**src/rtl/alarm_sequencer.sv**
```systemverilog
// Home alarm arm/disarm controller: synchronised keypad and zone inputs drive
// a timed DISARMED/EXIT/ARMED/ENTRY/ALARM machine with registered outputs.
module alarm_sequencer #(
  parameter int EXIT_CYCLES  = 8,
  parameter int ENTRY_CYCLES = 6,
  parameter int SIREN_CYCLES = 10,
  parameter int TW           = 16
) (
  input  logic       clk,
  input  logic       rst_n,
  input  logic       k0,
  input  logic       k1,
  input  logic       k2,
  input  logic       k3,
  input  logic       k4,
  input  logic       m1,
  input  logic       m2,
  input  logic       r,
  output logic       active,
  output logic       alarm,
  output logic       siren,
  output logic       exit_pending,
  output logic       entry_pending,
  output logic [2:0] cause,
  output logic       bad_key
);

  typedef enum logic [2:0] {
    S_DISARMED,
    S_EXIT,
    S_ARMED,
    S_ENTRY,
    S_ALARM
  } state_t;

  localparam logic [TW-1:0] EXIT_LOAD  = TW'(EXIT_CYCLES - 1);
  localparam logic [TW-1:0] ENTRY_LOAD = TW'(ENTRY_CYCLES - 1);
  localparam logic [TW-1:0] SIREN_LOAD = TW'(SIREN_CYCLES - 1);

  localparam logic [4:0] CODE_ARM    = 5'b00001;
  localparam logic [4:0] CODE_DISARM = 5'b00100;

  logic [7:0] raw;
  logic [7:0] sync1;
  logic [7:0] sync2;
  logic [4:0] ks;
  logic [4:0] ks_d;
  logic       m1s;
  logic       m2s;
  logic       rs;

  logic       key_ev;
  logic       arm_ev;
  logic       disarm_ev;
  logic       bad_ev;

  state_t        state;
  state_t        state_nx;
  logic [TW-1:0] tmr;
  logic [TW-1:0] tmr_nx;
  logic [2:0]    cause_nx;
  logic          siren_nx;

  assign raw = {k0, k1, k2, k3, k4, r, m2, m1};
  assign ks  = sync2[7:3];
  assign rs  = sync2[2];
  assign m2s = sync2[1];
  assign m1s = sync2[0];

  always_ff @(posedge clk or negedge rst_n) begin
    if (!rst_n) begin
      sync1 <= '0;
      sync2 <= '0;
      ks_d  <= '0;
    end else begin
      sync1 <= raw;
      sync2 <= sync1;
      ks_d  <= ks;
    end
  end

  // A key event is the 0 -> nonzero edge of the code; code-to-code changes are silent.
  assign key_ev    = (ks != 5'b0) && (ks_d == 5'b0);
  assign arm_ev    = key_ev && (ks == CODE_ARM);
  assign disarm_ev = key_ev && (ks == CODE_DISARM);
  assign bad_ev    = key_ev && (ks != CODE_ARM) && (ks != CODE_DISARM);

  always_comb begin
    state_nx = state;
    tmr_nx   = tmr;
    cause_nx = cause;
    case (state)
      S_DISARMED: begin
        if (arm_ev) begin
          state_nx = S_EXIT;
          tmr_nx   = EXIT_LOAD;
        end
      end
      S_EXIT: begin
        if (disarm_ev) begin
          state_nx = S_DISARMED;
        end else if (tmr == '0) begin
          state_nx = S_ARMED;
        end else begin
          tmr_nx = tmr - 1'b1;
        end
      end
      S_ARMED: begin
        if (disarm_ev) begin
          state_nx = S_DISARMED;
        end else if (m1s || m2s) begin
          state_nx = S_ALARM;
          cause_nx = {1'b0, m2s, m1s};
          tmr_nx   = SIREN_LOAD;
        end else if (rs) begin
          state_nx = S_ENTRY;
          cause_nx = 3'b100;
          tmr_nx   = ENTRY_LOAD;
        end
      end
      S_ENTRY: begin
        if (disarm_ev) begin
          state_nx = S_DISARMED;
        end else if (tmr == '0) begin
          state_nx = S_ALARM;
          tmr_nx   = SIREN_LOAD;
        end else begin
          tmr_nx = tmr - 1'b1;
        end
      end
      S_ALARM: begin
        if (disarm_ev) begin
          state_nx = S_DISARMED;
        end else if (tmr != '0) begin
          tmr_nx = tmr - 1'b1;
        end
      end
      default: begin
        state_nx = S_DISARMED;
        tmr_nx   = '0;
      end
    endcase
    if (state_nx == S_DISARMED) begin
      cause_nx = 3'b000;
      tmr_nx   = '0;
    end
  end

  // Siren covers the entry cycle plus every ALARM cycle whose timer was still nonzero.
  assign siren_nx = (state_nx == S_ALARM) && ((state != S_ALARM) || (tmr != '0));

  always_ff @(posedge clk or negedge rst_n) begin
    if (!rst_n) begin
      state         <= S_DISARMED;
      tmr           <= '0;
      cause         <= 3'b000;
      active        <= 1'b0;
      alarm         <= 1'b0;
      siren         <= 1'b0;
      exit_pending  <= 1'b0;
      entry_pending <= 1'b0;
      bad_key       <= 1'b0;
    end else begin
      state         <= state_nx;
      tmr           <= tmr_nx;
      cause         <= cause_nx;
      active        <= (state_nx != S_DISARMED);
      alarm         <= (state_nx == S_ALARM);
      siren         <= siren_nx;
      exit_pending  <= (state_nx == S_EXIT);
      entry_pending <= (state_nx == S_ENTRY);
      bad_key       <= bad_ev;
    end
  end

endmodule
```
**config.mk**
```make
export PLATFORM = sky130hd
export DESIGN_NAME = alarm_sequencer
export DESIGN_NICKNAME = d
export VERILOG_FILES = /design/src/rtl/alarm_sequencer.sv
export SDC_FILE = /design/constraint.sdc
export NUM_CORES = 1
export LEC_CHECK = 0
export BUFFER_PORTS_ARGS = -buffer_cell sky130_fd_sc_hd__buf_2
export CAP_MARGIN = 10
export CORE_ASPECT_RATIO = 1.1
export CORE_MARGIN = 5
export CORE_UTILIZATION = 53
export DETAILED_ROUTE_END_ITERATION = 10
export PLACE_DENSITY = 0.82
export SYNTH_ARGS = -nofsm -noshare
export SYNTH_HDL_FRONTEND = slang
export SYNTH_SLANG_ARGS = --single-unit
```
**constraint.sdc**
```tcl
create_clock -name clk -period 2.05 [get_ports clk]
set_clock_uncertainty 0.1 [all_clocks]
set_input_delay 0.205 -clock clk [delete_from_list [all_inputs] [get_ports clk]]
set_output_delay 0.205 -clock clk [all_outputs]
set_load 0.01 [all_outputs]
```
==> results.json <==
{
  "start_kind": "flip-flop",
  "maxCapViolCount": 0,
  "grtUsageTotal_pct": 20.97,
  "ys_seq_elements": 49,
  "final_cells": 350,
  "cts_tree": "yes",
  "die_h_um": 78.54,
  "worstReg2RegStart": "ks_d[4]",
  "ys_seq_area_share_pct": 54.17,
  "multiInputGateArea_mm2": 0.001150,
  "synth_top_family_by_area": "simple AND/OR/NAND/NOR gates",
  "synthArstFlopShare_pct": 100.0,
  "rsz0062_at_grt": "yes",
  "critPathMaxFanout": 7,
  "synth_most_common_cell": "dfrtp_1",
  "ys_warn_count": 0,
  "pre_cts_slack_ns": -0.3812,
  "drc": 0,
  "synth_edf_count": 0,
  "postLayoutSetupSlackWorst_ns": -0.2875,
  "synth_area_mm2": 0.002263,
  "end_kind": "flip-flop",
  "vias": 2088,
  "grt_max_degree": 50,
  "initial_utilization_pct": 53.60,
  "drt-total-wl_um": 5994,
  "cts_made_buffers": 5,
  "regArea_mm2": 0.001226,
  "fmax_mhz": 427.8,
  "period_share_pct": 114.0,
  "crit_start": "ks_d[4]",
  "yosys.area.top_type": "dfrtp_1",
  "drv_slew": 0,
  "syn_inst": 221,
  "htreeDepth": 2,
  "hp-start": "sync1[3]",
  "die_w_um": 72.31,
  "worstPathRequired_ns": 2.15,
  "grt_pass1_vias": 1960,
  "synthAdderAreaFrac_pct": 0.5528,
  "ys_top_cells_by_area": "dfrtp_1 (54%), a21oi_1 (4.6%), o21ai_0 (4.6%)",
  "synth-xor-area-share_pct": 0,
  "final_net_count": 306,
  "slew-limit-headroom_pct": 60.31,
  "ant_nets": 0,
  "power_w": 0.002029,
  "synth_cell_types": 43,
  "status": "finished with violations",
  "first_pass_iters": 5,
  "synth-compound-area-share_pct": 19.85,
  "gp_congestion": 0.8646,
  "synth.top_cell.area_share_pct": 54.17,
  "power_density_mw_per_mm2": 640.7,
  "cellLeakagePower_nw": 1.412,
  "row_count": 25,
  "synth_nets": 232,
  "ys_dominant_reg_cell": "dfrtp_1",
  "clockBufferDepth": 2,
  "cts.sinks": 49,
  "clk_pin_slew_worst_paths_ns": 0.10,
  "ioPinCount": 19,
  "nFillCells": 281,
  "setup_viol": 22,
  "final_area_mm2": 0.003167,
  "crit_type": "flip-flop to flip-flop",
  "final_core_util_pct": 74.99,
  "hp-class": "flip-flop to flip-flop",
  "hold_viol": 0,
  "numPortBuffers": 18,
  "grt_pass1_wl_um": 9197,
  "worstPathArrival_ns": 2.44,
  "synth_common_cells": "dfrtp_1 (49), nor2_1 (23), a21oi_1 (21), o21ai_0 (21), nor3_1 (12)",
  "drive_gt1_share_pct": 39.86,
  "placedCellCount": 325,
  "layout_min_cycle_time_ns": 2.337,
  "place_hpwl_um": 3567,
  "vdd_drop_max_uv": 474.2,
  "synth_mux_area_share_pct": 0.4422,
  "overflow": 0,
  "first_iter_violations": 273,
  "diodes": 0,
  "area_growth_pct": 39.91,
  "avgSynthCellArea_um2": 10.24,
  "antenna_found_initial": 0,
  "core-area_mm2": 0.004223,
  "worstMarginPinSlew_ns": 0.5953,
  "synth-simple-area-share_pct": 21.61,
  "drt-vias-per-instance": 5.966,
  "routedWlPerCell_um": 17.13,
  "cts_root_buffer": "clkbuf_8",
  "dieArea_mm2": 0.005679,
  "clock_latency_ns": 0.31,
  "placed_cell_area_mm2": 0.002711,
  "violations": "negative setup slack"
}
registers in the layout (all words and copies together) (netlist names), 3 cells and up:
register and cells:
ks_d 5, state 3, sync1 8, sync2 8, tmr 16, cause 3
stage by stage:
step	hold WS, ns	setup TNS (ns)
after floorplan	-0.1906	-1.242
after global placement	0.2126	-5.082
after detailed placement	0.2143	-6.504
after CTS	0.2575	-4.090
after global routing	0.2633	-6.754
final	0.2547	-4.856
layout make-up:
type	instances	share of cell area, %
clock buffers	5	2.173
flip-flops and latches	49	38.72
inverters	5	0.6322
clock inverters	3	0.9087
repair buffers	77	19.12
multi-input cells	157	36.31
well taps	54	2.134
worst max-delay path: stages (launching register included):
cell	delay (ns)
dfrtp_1	0.37
or4_4	0.59
or4b_4	0.56
nand2_4	0.08
nand3_4	0.13
o41ai_2	0.39
routing by layer:
metal / track usage [%] / vias to the layer above / wire, um
li1: - / 964 / -
met1: 27.33 / 1012 / 2446
met2: 33.97 / 99 / 3095
met3: 4.225 / 13 / 350
met4: 8.271 / 0 / 102
met5: 0 / - / 0
cells by family (layout without fill, tap and decap cells):
group / Yosys count / count (layout)
multiplexers: 1 / 1
buffers and inverters: 16 / 90
adder cells (fa/ha/maj): 1 / 1
AO/OA/AOI/OAI: 68 / 69
AND/OR/NAND/NOR: 86 / 86
flip-flops: 49 / 49
path summary, 6_finish.rpt:
path	endpoint	slack (ns)	cells past startpoint
max	tmr[11]	-0.29	5
min	sync2[3]	0.25	0
max reg2reg	tmr[11]	-0.29	5
min reg2reg	sync2[3]	0.25	0
max in group asynchronous	tmr[9]	1.03	3
min in group asynchronous	tmr[3]	0.40	3
where the power goes:
part	leakage, nW	switching (W)	total (W)	internal, W
Combinational	0.727	0.000221	0.000401	0.000180
Clock	0.0506	0.000352	0.000608	0.000255
Sequential	0.635	0.0000225	0.00102	0.000997
Total	1.41	0.000596	0.00203	0.00143
layout by cell type (no fill, tap or decap), drive strengths merged, types with 2 or more instances in the layout:
| master | n |
|---|---|
| a22oi | 3 |
| or2 | 4 |
| nand2b | 7 |
| nand2 | 7 |
| and2 | 3 |
| o211ai | 4 |
| nor2 | 23 |
| inv | 6 |
| o41ai | 2 |
| a21o | 2 |
| clkbuf | 6 |
| a211oi | 3 |
| nor4 | 6 |
| a32o | 5 |
| nor3 | 12 |
| o21ai | 22 |
| nand4 | 7 |
| a21oi | 21 |
| dlygate4sd3 | 9 |
| nand3 | 5 |
| clkinv | 2 |
| nor2b | 4 |
| o211a | 2 |
| or3 | 4 |
| buf | 67 |
| dfrtp | 49 |
timing repair:
item                                    CTS  global route
hold endpoints to repair                 57             0
hold buffers                              9             0
endpoints found under the setup margin   27            26
gates cloned                              0             2
pin swaps                                 7             4
gates resized for setup                  32            17
buffers inserted                          2             4
Power figures use the tool's default switching activity.
